### src/rtl/matrix_stream_reader_pkg.sv
// Shared constants and FSM state type for the matrix stream reader.
// Geometry of the 10x10 matrix, address width and memory read latency.
package matrix_stream_reader_pkg;

  localparam int MAT_ROWS     = 10;
  localparam int MAT_COLS     = 10;
  localparam int MAT_ADDR_W   = 4;
  localparam int MAT_ELEMS    = 100;
  localparam int READ_LATENCY = 1;

  typedef enum logic [1:0] {
    IDLE,
    READ,
    DRAIN,
    DONE
  } state_t;

endpackage

### src/rtl/matrix_skid_fifo.sv
// Two-entry output FIFO holding read data until downstream accepts it.
// Ports: clk, rst, push/push_data, pop, head_data, valid (not empty), count.
module matrix_skid_fifo #(
  parameter int W = 9
) (
  input  logic         clk,
  input  logic         rst,
  input  logic         push,
  input  logic [W-1:0] push_data,
  input  logic         pop,
  output logic [W-1:0] head_data,
  output logic         valid,
  output logic [1:0]   count
);

  logic [W-1:0] mem [2];
  logic         wp;
  logic         rp;
  logic [1:0]   cnt;

  always_ff @(posedge clk) begin
    if (rst) begin
      mem[0] <= '0;
      mem[1] <= '0;
      wp     <= 1'b0;
      rp     <= 1'b0;
      cnt    <= 2'd0;
    end else begin
      if (push) begin
        mem[wp] <= push_data;
        wp      <= ~wp;
      end
      if (pop) begin
        rp <= ~rp;
      end
      cnt <= cnt + {1'b0, push} - {1'b0, pop};
    end
  end

  assign head_data = mem[rp];
  assign valid     = (cnt != 2'd0);
  assign count     = cnt;

endmodule

### src/rtl/matrix_stream_reader.sv
// Streams a 10x10 matrix from a registered-read memory to a valid/ready sink.
// Ports: clk, rst, start, busy, done, mem_* memory side, out_* stream side.
// Define MATRIX_COL_MAJOR_EN for column-major (transposed) scan order.
module matrix_stream_reader
  import matrix_stream_reader_pkg::*;
#(
  parameter int DATA_WIDTH = 8
) (
  input  logic                  clk,
  input  logic                  rst,
  input  logic                  start,
  output logic                  busy,
  output logic                  done,
  output logic                  mem_en_ReadMat,
  output logic                  mem_en_WriteMat,
  output logic [MAT_ADDR_W-1:0] mem_rowAddr,
  output logic [MAT_ADDR_W-1:0] mem_colAddr,
  input  logic [DATA_WIDTH-1:0] mem_readData,
  output logic [DATA_WIDTH-1:0] out_data,
  output logic                  out_valid,
  input  logic                  out_ready,
  output logic                  out_last
);

`ifdef MATRIX_COL_MAJOR_EN
  localparam logic [MAT_ADDR_W-1:0] IN_MAX  = MAT_ADDR_W'(MAT_ROWS - 1);
  localparam logic [MAT_ADDR_W-1:0] OUT_MAX = MAT_ADDR_W'(MAT_COLS - 1);
`else
  localparam logic [MAT_ADDR_W-1:0] IN_MAX  = MAT_ADDR_W'(MAT_COLS - 1);
  localparam logic [MAT_ADDR_W-1:0] OUT_MAX = MAT_ADDR_W'(MAT_ROWS - 1);
`endif

  state_t                 state;
  state_t                 state_nx;
  logic [MAT_ADDR_W-1:0]  inner;
  logic [MAT_ADDR_W-1:0]  outer;
  logic                   rd_d1;
  logic                   last_d1;
  logic                   issue;
  logic                   load;
  logic                   pop;
  logic                   at_last;
  logic                   credit_ok;
  logic [1:0]             fcount;
  logic [DATA_WIDTH:0]    head;

  assign pop     = out_valid & out_ready;
  assign at_last = (inner == IN_MAX) && (outer == OUT_MAX);

  // Buffered + in-flight must leave room; a pop this cycle frees a slot.
  assign credit_ok = ({1'b0, fcount} + {2'b00, rd_d1}) <
                     (3'd2 + {2'b00, pop});

  always_comb begin
    state_nx = state;
    issue    = 1'b0;
    load     = 1'b0;
    unique case (state)
      IDLE: begin
        if (start) begin
          state_nx = READ;
          load     = 1'b1;
        end
      end
      READ: begin
        if (credit_ok) begin
          issue = 1'b1;
          if (at_last) state_nx = DRAIN;
        end
      end
      DRAIN: begin
        // Leave as the FIFO empties so done follows the last transfer.
        if (!rd_d1 && (fcount == 2'd0 ||
            (fcount == 2'd1 && pop)))
          state_nx = DONE;
      end
      DONE: state_nx = IDLE;
      default: state_nx = IDLE;
    endcase
  end

  always_ff @(posedge clk) begin
    if (rst) begin
      state   <= IDLE;
      inner   <= '0;
      outer   <= '0;
      rd_d1   <= 1'b0;
      last_d1 <= 1'b0;
    end else begin
      state   <= state_nx;
      rd_d1   <= issue;
      last_d1 <= issue & at_last;
      if (load) begin
        inner <= '0;
        outer <= '0;
      end else if (issue && !at_last) begin
        if (inner == IN_MAX) begin
          inner <= '0;
          outer <= outer + 1'b1;
        end else begin
          inner <= inner + 1'b1;
        end
      end
    end
  end

  matrix_skid_fifo #(
    .W(DATA_WIDTH + 1)
  ) u_fifo (
    .clk       (clk),
    .rst       (rst),
    .push      (rd_d1),
    .push_data ({last_d1, mem_readData}),
    .pop       (pop),
    .head_data (head),
    .valid     (out_valid),
    .count     (fcount)
  );

`ifdef MATRIX_COL_MAJOR_EN
  assign mem_rowAddr = inner;
  assign mem_colAddr = outer;
`else
  assign mem_rowAddr = outer;
  assign mem_colAddr = inner;
`endif

  assign out_data        = head[DATA_WIDTH-1:0];
  assign out_last        = head[DATA_WIDTH] & out_valid;
  assign busy            = (state != IDLE);
  assign done            = (state == DONE);
  assign mem_en_ReadMat  = issue;
  assign mem_en_WriteMat = 1'b0;

endmodule

### config.mk
export PLATFORM = sky130hd
export DESIGN_NAME = matrix_stream_reader
export DESIGN_NICKNAME = d
export VERILOG_FILES = /design/src/rtl/matrix_stream_reader_pkg.sv /design/src/rtl/matrix_skid_fifo.sv /design/src/rtl/matrix_stream_reader.sv
export SDC_FILE = /design/constraint.sdc
export NUM_CORES = 1
export LEC_CHECK = 0
export ABC_AREA = 1
export CORE_MARGIN = 5
export CORE_UTILIZATION = 23
export CTS_BUF_LIST = sky130_fd_sc_hd__clkbuf_16
export DETAILED_ROUTE_END_ITERATION = 12
export PLACE_DENSITY = 0.41
export SYNTH_ARGS = -nofsm -noshare
export SYNTH_HDL_FRONTEND = slang
export SYNTH_SLANG_ARGS = --single-unit
### constraint.sdc
create_clock -name clk -period 5.3 [get_ports clk]
set_clock_uncertainty 0.2 [all_clocks]
set_input_delay 0.795 -clock clk [delete_from_list [all_inputs] [get_ports clk]]
set_output_delay 0.795 -clock clk [all_outputs]
set_load 0.02 [all_outputs]
# After elaboration in Yosys (flattened, before gate mapping)
# Memory sizes are Yosys's and may differ from the RTL's. A register that Yosys moved wholly into a read port is not among the register bits.
# Cells that the tools add are included.
dict set report totals {
  register_bits 16
  mem_bits_rw 18
  in_bits 12
  out_inout_bits 22
  wordCells 66
  memories 1
}
# name words word_bits rd rd_ports_with_merged_regs write_ports line_no
set memory_table {}
lappend memory_table {u_fifo.mem 2 9 1 1 2 matrix_skid_fifo.sv:16} ;# logic [W-1:0] mem [2];
dict set report op_classes {
  n_addsub 6
  order_cmp 1
  n_eq_ne 10
  muxes 20
  bitwise_logic 5
  n_reduce_logical 15
}
# operator n
set ops {}
lappend ops {{two-way mux 1 bit} 13}
lappend ops {{two-way mux 9 bit} 1}
lappend ops {{OR reduction 9 bit} 1}
lappend ops {{adder 4 x 1 -> 4 bit (second input constant)} 2}
lappend ops {{== test 4 bit (second input constant)} 2}
lappend ops {{two-way mux 2 bit} 4}
lappend ops {{inequality test 2 bit (second input constant)} 4}
lappend ops {{case mux 2 bit (4 select lines)} 1}
lappend ops {{== test 2 x 1 -> 1 bit (second input constant)} 2}
lappend ops {{== test 2 bit (second input constant)} 2}
lappend ops {{logical AND 1 bit} 4}
lappend ops {{zero test 2 bit} 2}
lappend ops {{two-way mux 4 bit} 1}
lappend ops {{AND reduction 4 bit} 1}
lappend ops {{nonzero test 2 bit} 2}
lappend ops {{adder 2 x 1 -> 3 bit} 1}
lappend ops {{adder 2 x 1 -> 3 bit (first input constant)} 1}
lappend ops {{AND 1 bit} 3}
lappend ops {{less-than comparator 3 bit} 1}
lappend ops {{adder 2 x 1 -> 2 bit} 1}
lappend ops {{zero test 1 bit} 2}
lappend ops {{inverter 1 bit} 2}
lappend ops {{AND reduction 2 bit} 1}
lappend ops {{OR reduction 2 bit} 1}
lappend ops {{2 further kinds} 2}

# Longest topological paths before layout
# Gate-level depths: netlist of run 1.
dict set report logic_depth {
  ltp_word 8
  mapped_depth 10
  mapped_depth_nobuf 10
}

# Modules after synthesis
# Synthesis of run 1 repeated with hierarchy kept, for this count alone.
dict set report unflattened {
  hier_cells 211
  hier_area_um2 1866.8
}
# mod n_inst cells_per_inst area_each_um2 seq_area_each_um2
set modules_own_cells {}
lappend modules_own_cells {matrix_skid_fifo 1 88 1032.2 640.6}
lappend modules_own_cells {matrix_stream_reader 1 123 834.6 240.2}

# Worst setup path after synthesis of run 1
# Ideal clock, no wire load.
dict set report synth_path {
  path_type {input to output}
  start {input port out_ready}
  end {output port mem_en_ReadMat}
  arrival_ns 1.170
  t_required_ns 4.305
  slack_ns 3.135
  stages 4
  path_buffers 0
  path_cell_list {nand3_4 nand2_4 nand3_4 inv_2}
}
dict set report synth_via {
  elab_chain_cells 5
}
# item line_no
set synth_rtl {}
lappend synth_rtl {{start: declaration} matrix_stream_reader.sv:21} ;# input logic out_ready,
lappend synth_rtl {{AND 1 bit} matrix_stream_reader.sv:47} ;# assign pop = out_valid & out_ready;
lappend synth_rtl {{adder 2 x 1 -> 3 bit} matrix_stream_reader.sv:52} ;# (3'd2 + {2'b00, pop});
lappend synth_rtl {{less-than comparator 3 bit} matrix_stream_reader.sv:51} ;# assign credit_ok = ({1'b0, fcount} + {2'b00, rd_d1}) <
lappend synth_rtl {{two-way mux 1 bit} matrix_stream_reader.sv:66} ;# if (credit_ok) begin
lappend synth_rtl {{two-way mux 1 bit} matrix_stream_reader.sv:58} ;# unique case (state)
lappend synth_rtl {{end: declaration} matrix_stream_reader.sv:14} ;# output logic mem_en_ReadMat,
# Every way passes these cells.

# Worst setup path after layout of run 1
# Ends and elaborated chain as after synthesis.

==> results.py, run 1 <==
metrics = {
    "timing": {
        "setup_viol": 0,
        "period_needed_ns": 3.33,
        "slew_viol_final": 0,
        "rsz0062_at_grt": "false",
        "setup_tns_ns": 0,
        "whs_ns": 0.261,
        "fmax_ghz": 0.300,
        "hold_viol": 0,
        "period_share_pct": 62.9,
    },
    "critical_path": {
        "required_ns": 4.30,
        "arrival_ns": 2.34,
        "critPathMaxFanout": 5,
        "cp-start-kind": "primary input",
        "end_kind": "output port",
        "timing_worst_setup_path_type": "primary input to output port",
    },
    "clock_tree": {
        "clock_latency_ns": 0.27,
        "cts_root_buf": "clkbuf_16",
        "htreeDepth": 2,
        "tritoncts.num_buffers": 5,
        "cts_resized": 0,
        "cts_setup_buffers": 0,
        "clock_tree.buffer_depth": 2,
        "path_clk_slew_ns": 0.05,
        "clock_sinks": 35,
        "hold_buffers": 0,
        "cts_tree": "yes",
    },
    "cells_and_area": {
        "area_delta_synth_final_pct": 33.5,
        "post-route-util_pct": 31.8,
        "antenna_cells": 0,
        "drive_gt1_share_pct": 14.1,
        "fin_area_um2": 2470,
        "fillCellCount": 838,
        "nNetsFinal": 269,
    },
    "grt": {
        "grt_use_total_pct": 8.07,
        "grt_max_degree": 12,
        "overflow": 0,
        "antenna_found_initial": 0,
        "grt_pass1_wl_um": 6330,
        "grt_pass1_vias": 1386,
    },
    "routing": {
        "wl_per_cell_um": 10.8,
        "ant_nets": 0,
        "drt_iter0_drc": 23,
        "vias": 1366,
        "wl_um": 3780,
        "remaining_drc_errors": 0,
        "dr.pass1.iters": 2,
        "vias_per_cell": 3.90,
    },
    "die": {
        "core-area_um2": 7770,
        "die_y_um": 99.6,
        "rows": 32,
        "die_w_um": 99.6,
        "dieArea_um2": 9930,
        "io_pins": 34,
        "initial_utilization_pct": 23.8,
    },
    "placed_design": {
        "gp_congestion": 0.692,
        "hpwl_um": 2830,
        "io_buffer_count": 32,
        "place_area_um2": 2280,
    },
    "synth": {
        "yosysWarnings": 0,
        "syn_inst": 211,
        "synth_area_um2": 1850,
        "ys_ff_latch": 35,
        "avgSynthCellArea_um2": 8.76,
        "ys_seq_area_share_pct": 47.7,
        "ys_types": 28,
        "syn-num-nets": 233,
    },
    "flow_run": {
        "cap_viol_max_count": 0,
    },
    "power_and_ir_drop": {
        "p_per_area_nw_per_um2": 456,
        "vdd_ir_drop_max_mv": 0.234,
        "leakage_uw": 0.00103,
        "power_uw": 1130,
    },
    "run_status": {
        "status": "finished clean",
    },
    "hold_path": {
        "hold_class": "register to register",
    },
}
## report_power, final
group | leakage (uW) | total (uW) | switching (uW) | internal (uW)
Sequential | 0.000325 | 356 | 33.3 | 323
Combinational | 0.000610 | 395 | 235 | 160
Clock | 0.0000952 | 374 | 106 | 268
## worst paths after layout
| check | start | end | slack [ns] | cells after the start |
|---|---|---|---|---|
| min reg2reg | u_fifo.rp | u_fifo.rp | 0.26 | 1 |
| max reg2reg | u_fifo.count[1] | u_fifo.count[1] | 3.37 | 10 |
| min | u_fifo.rp | u_fifo.rp | 0.26 | 1 |
| max | out_ready | mem_en_ReadMat | 1.97 | 6 |
## flip-flops by register name, indices dropped and copies added (netlist names), named ones only
signal / cells
rd_d1: 1
mem_rowAddr: 4
u_fifo.rp: 1
last_d1: 1
u_fifo.wp: 1
mem_colAddr: 4
state: 2
u_fifo.count: 2
u_fifo.mem: 18
## cells in the final DEF, fill, tap and decap left out, types with 4 or more instances in the layout
| cell | n |
|---|---|
| clkdlybuf4s50_1 | 32 |
| inv_2 | 7 |
| inv_1 | 25 |
| nor2_4 | 5 |
| clkbuf_16 | 5 |
| dfxtp_1 | 17 |
| ha_1 | 10 |
| edfxtp_1 | 18 |
| a21oi_1 | 9 |
| nand2_1 | 41 |
| nand2_4 | 4 |
| nor2_1 | 37 |
| nand3_1 | 11 |
## final cells by class
type,count,area (um2),share of cell area (%)
flip-flops and latches,35,881,35.7
multi-input cells,140,826,33.5
repair buffers,32,320,13.0
well taps,102,128,5.17
clock buffers,5,125,5.07
inverters,33,124,5.02
clock inverters,3,63.8,2.59
## through the flow
stage	worst slack [ns]	cells
final	1.97	350
after global routing	1.90	350
after CTS	1.95	350
after detailed placement	1.95	342
after global placement	1.96	342
after floorplan	3.14	211
## cell families after synthesis
logic type | Yosys count | share of synthesized area (%)
flops | 35 | 47.7
other cells | 1 | 0.203
compound gates | 17 | 5.75
fa+ha+maj | 10 | 6.77
simple gates | 108 | 30.1
buf+inv | 36 | 7.65
xor+xnor | 4 | 1.90
## cells in the mapped netlist
cell type / count / area share, %
nand2_1: 41 / 8.3
nor2_1: 37 / 7.5
inv_1: 24 / 4.9
edfxtp_1: 18 / 29
dfxtp_1: 17 / 18
nand3_1: 11 / 3.0
ha_1: 10 / 6.8
a21oi_1: 9 / 2.4
inv_2: 7 / 1.4
nor2_4: 5 / 3.0
nand2_4: 4 / 2.4
nand2_2: 3 / 1.0
o21ai_1: 3 / 0.81
xor2_1: 3 / 1.4
a21oi_2: 2 / 0.95
buf_2: 2 / 0.54
clkinv_1: 2 / 0.41
nand3_2: 2 / 1.1
nand3_4: 2 / 1.9
a21oi_4: 1 / 0.88
buf_4: 1 / 0.41
conb_1: 1 / 0.20
nand4_4: 1 / 1.2
nor2_2: 1 / 0.34
nor3_1: 1 / 0.27
o211ai_1: 1 / 0.41
o21ai_0: 1 / 0.27
xnor2_1: 1 / 0.47
## layer usage
layer | GRT usage [%] | vias to the layer above | share of wire (%)
li1 | - | 739 | -
met1 | 9.39 | 592 | 46
met2 | 13.6 | 32 | 46
met3 | 2.95 | 3 | 6.7
met4 | 2.84 | 0 | 0.50
met5 | 0 | - | 0
## critical path, cell delays in order
cell,delay [ns]
clkdlybuf4s50_1,0.55
nand3_4,0.10
nand2_4,0.10
nand3_4,0.11
inv_2,0.09
clkdlybuf4s50_1,0.60
Power figures use the tool's default switching activity.
==> run 2, diff against run 1 <==
PLACE_DENSITY = 0.42   (was 0.41)
clock period = 2.9 ns   (was 5.3 ns; I/O delays follow)
==> run 2 against run 1 <==
Effect of this change:
- sequential cell count is the same
- worst hold slack gained 0.010 ns
- clock power grew 34%
- wire length grew 2.2%
- first-iteration DRC count grew 39%
- via count grew 4.0%
- setup slack lost 1.7 ns
- count of clock-buffer cells in the layout is the same
- design area shrank 1.2%
- sequential share of layout area grew 0.42 points
- die area is the same
- critical path type is now register to output port
- largest power group unchanged
==> results.py, run 2 (synthesis gave the netlist of run 1 again) <==
metrics = {
    "run_status": {
        "status": "finished clean",
    },
    "die": {
        "initial_utilization_pct": 23.8,
        "rows": 32,
        "io_pins": 34,
        "core-area_um2": 7770,
        "die_w_um": 99.6,
        "dieArea_um2": 9930,
        "die_y_um": 99.6,
    },
    "placed_design": {
        "io_buffer_count": 32,
        "place_area_um2": 2300,
        "place_inst": 345,
        "gp_congestion": 0.760,
        "hpwl_um": 2890,
    },
    "clock_tree": {
        "tritoncts.num_buffers": 5,
        "cts_resized": 0,
        "cts_tree": "yes",
        "htreeDepth": 2,
        "cts_setup_buffers": 0,
        "cts_root_buf": "clkbuf_16",
        "path_clk_slew_ns": 0.06,
        "hold_buffers": 0,
        "clock_latency_ns": 0.27,
        "clock_tree.buffer_depth": 2,
        "clock_sinks": 35,
    },
    "timing": {
        "period_needed_ns": 2.66,
        "fmax_ghz": 0.376,
        "hold_viol": 0,
        "period_share_pct": 91.7,
        "rsz0062_at_grt": "false",
        "setup_tns_ns": 0,
        "setup_viol": 0,
        "slew_viol_final": 0,
        "whs_ns": 0.271,
    },
    "cells_and_area": {
        "antenna_cells": 0,
        "largest_register_ffs": 18,
        "fin_cells": 353,
        "final_cell_mix": "nand2_1 (41), nor2_1 (37), clkdlybuf4s50_1 (32)",
        "drive_gt1_share_pct": 14.7,
        "multi_input_area_um2": 826,
        "fillCellCount": 856,
        "area_delta_synth_final_pct": 32.0,
        "fin_area_um2": 2440,
        "ff_latch_area_um2": 881,
        "regMostFlops": "u_fifo.mem",
        "nNetsFinal": 272,
        "final_common_cell": "nand2_1",
    },
    "grt": {
        "grt_max_degree": 12,
        "antenna_found_initial": 0,
        "overflow": 0,
        "grt_pass1_vias": 1421,
        "grt_use_total_pct": 8.34,
        "grt_pass1_wl_um": 6540,
    },
    "critical_path": {
        "end_kind": "output port",
        "required_ns": 2.27,
        "r2r_cells": 10,
        "path_buf_inv": 2,
        "crit_top_cell": "ha_1",
        "slowest_delay_ns": 0.60,
        "cp_cell_sequence": "ha_1 -> ha_1 -> nand2_4 -> nand3_4 -> inv_2 -> clkdlybuf4s50_1",
        "path_depth": 6,
        "critPathMaxFanout": 5,
        "arrival_ns": 2.02,
        "timing_worst_setup_path_type": "register to output port",
        "crit_family": "buffers and inverters",
        "cp-start-kind": "register",
        "critPathSlowestCell": "clkdlybuf4s50_1",
    },
    "routing": {
        "vias_per_cell": 4.02,
        "wl_um": 3860,
        "vias": 1420,
        "remaining_drc_errors": 0,
        "wl_per_cell_um": 10.9,
        "dr.pass1.iters": 4,
        "drt_iter0_drc": 32,
        "ant_nets": 0,
    },
    "flow_run": {
        "cap_viol_max_count": 0,
    },
    "hold_path": {
        "hold_class": "register to register",
        "worstHoldPathCells": 1,
    },
    "power_and_ir_drop": {
        "vdd_ir_drop_max_mv": 0.316,
        "leakage_uw": 0.00102,
        "p_per_area_nw_per_um2": 773,
    },
}
[run 2: cell types whose count changed in the layout (fill, tap and decap cells not counted), sizes merged]
| cell | before | now |
|---|---|---|
| buf | 0 | 3 |
| clkinv | 2 | 4 |
| bufinv | 2 | 0 |
[run 2: final cells by class]
| class | count | share of cell area (%) |
|---|---|---|
| clock buffers | 5 | 5.13 |
| multi-input cells | 140 | 33.9 |
| repair buffers | 35 | 14.1 |
| well taps | 102 | 5.23 |
| flip-flops and latches | 35 | 36.1 |
| clock inverters | 3 | 0.513 |
| inverters | 33 | 5.08 |
[run 2: worst paths after layout]
check                                startpoint         endpoint  slack [ns]
worst max-delay path                      rd_d1   mem_en_ReadMat        0.24
worst min-delay path                  u_fifo.rp        u_fifo.rp        0.27
worst max register to register  u_fifo.count[1]  u_fifo.count[1]        1.00
worst min register to register        u_fifo.rp        u_fifo.rp        0.27
[run 2: metal layers]
| metal | part of all wire (%) | GRT usage, % |
|---|---|---|
| met1 | 47 | 9.94 |
| met2 | 47 | 14.4 |
| met3 | 5.4 | 2.31 |
| met4 | 1.2 | 2.84 |
| met5 | 0 | 0 |
[run 2: power by group]
group / leakage, uW / switching, uW / internal, uW
sequential: 0.000325 / 50.7 / 591
combinational: 0.000623 / 443 / 299
clock: 0.0000724 / 192 / 310
[run 2: worst reg2reg max path: stages, from the launching register on]
cell and delay [ns]:
dfxtp_1 0.38, inv_2 0.07, nand2_4 0.09, inv_2 0.04
nor2_1 0.20, ha_1 0.27, inv_1 0.05, ha_1 0.14
xor2_1 0.18, o21ai_0 0.10, a21oi_1 0.12
[run 2: per-stage QoR]
stage | worst slack (ns) | util (%) | power, uW
6_report | 0.241 | 31.4 | 1890
5_1_grt | 0.143 | 31.4 | 2020
4_1_cts | 0.218 | 31.4 | 1920
3_5_place_dp | 0.277 | 29.6 | 1410
3_3_place_gp | 0.293 | 29.6 | 1410
2_1_floorplan | 1.10 | - | 1150
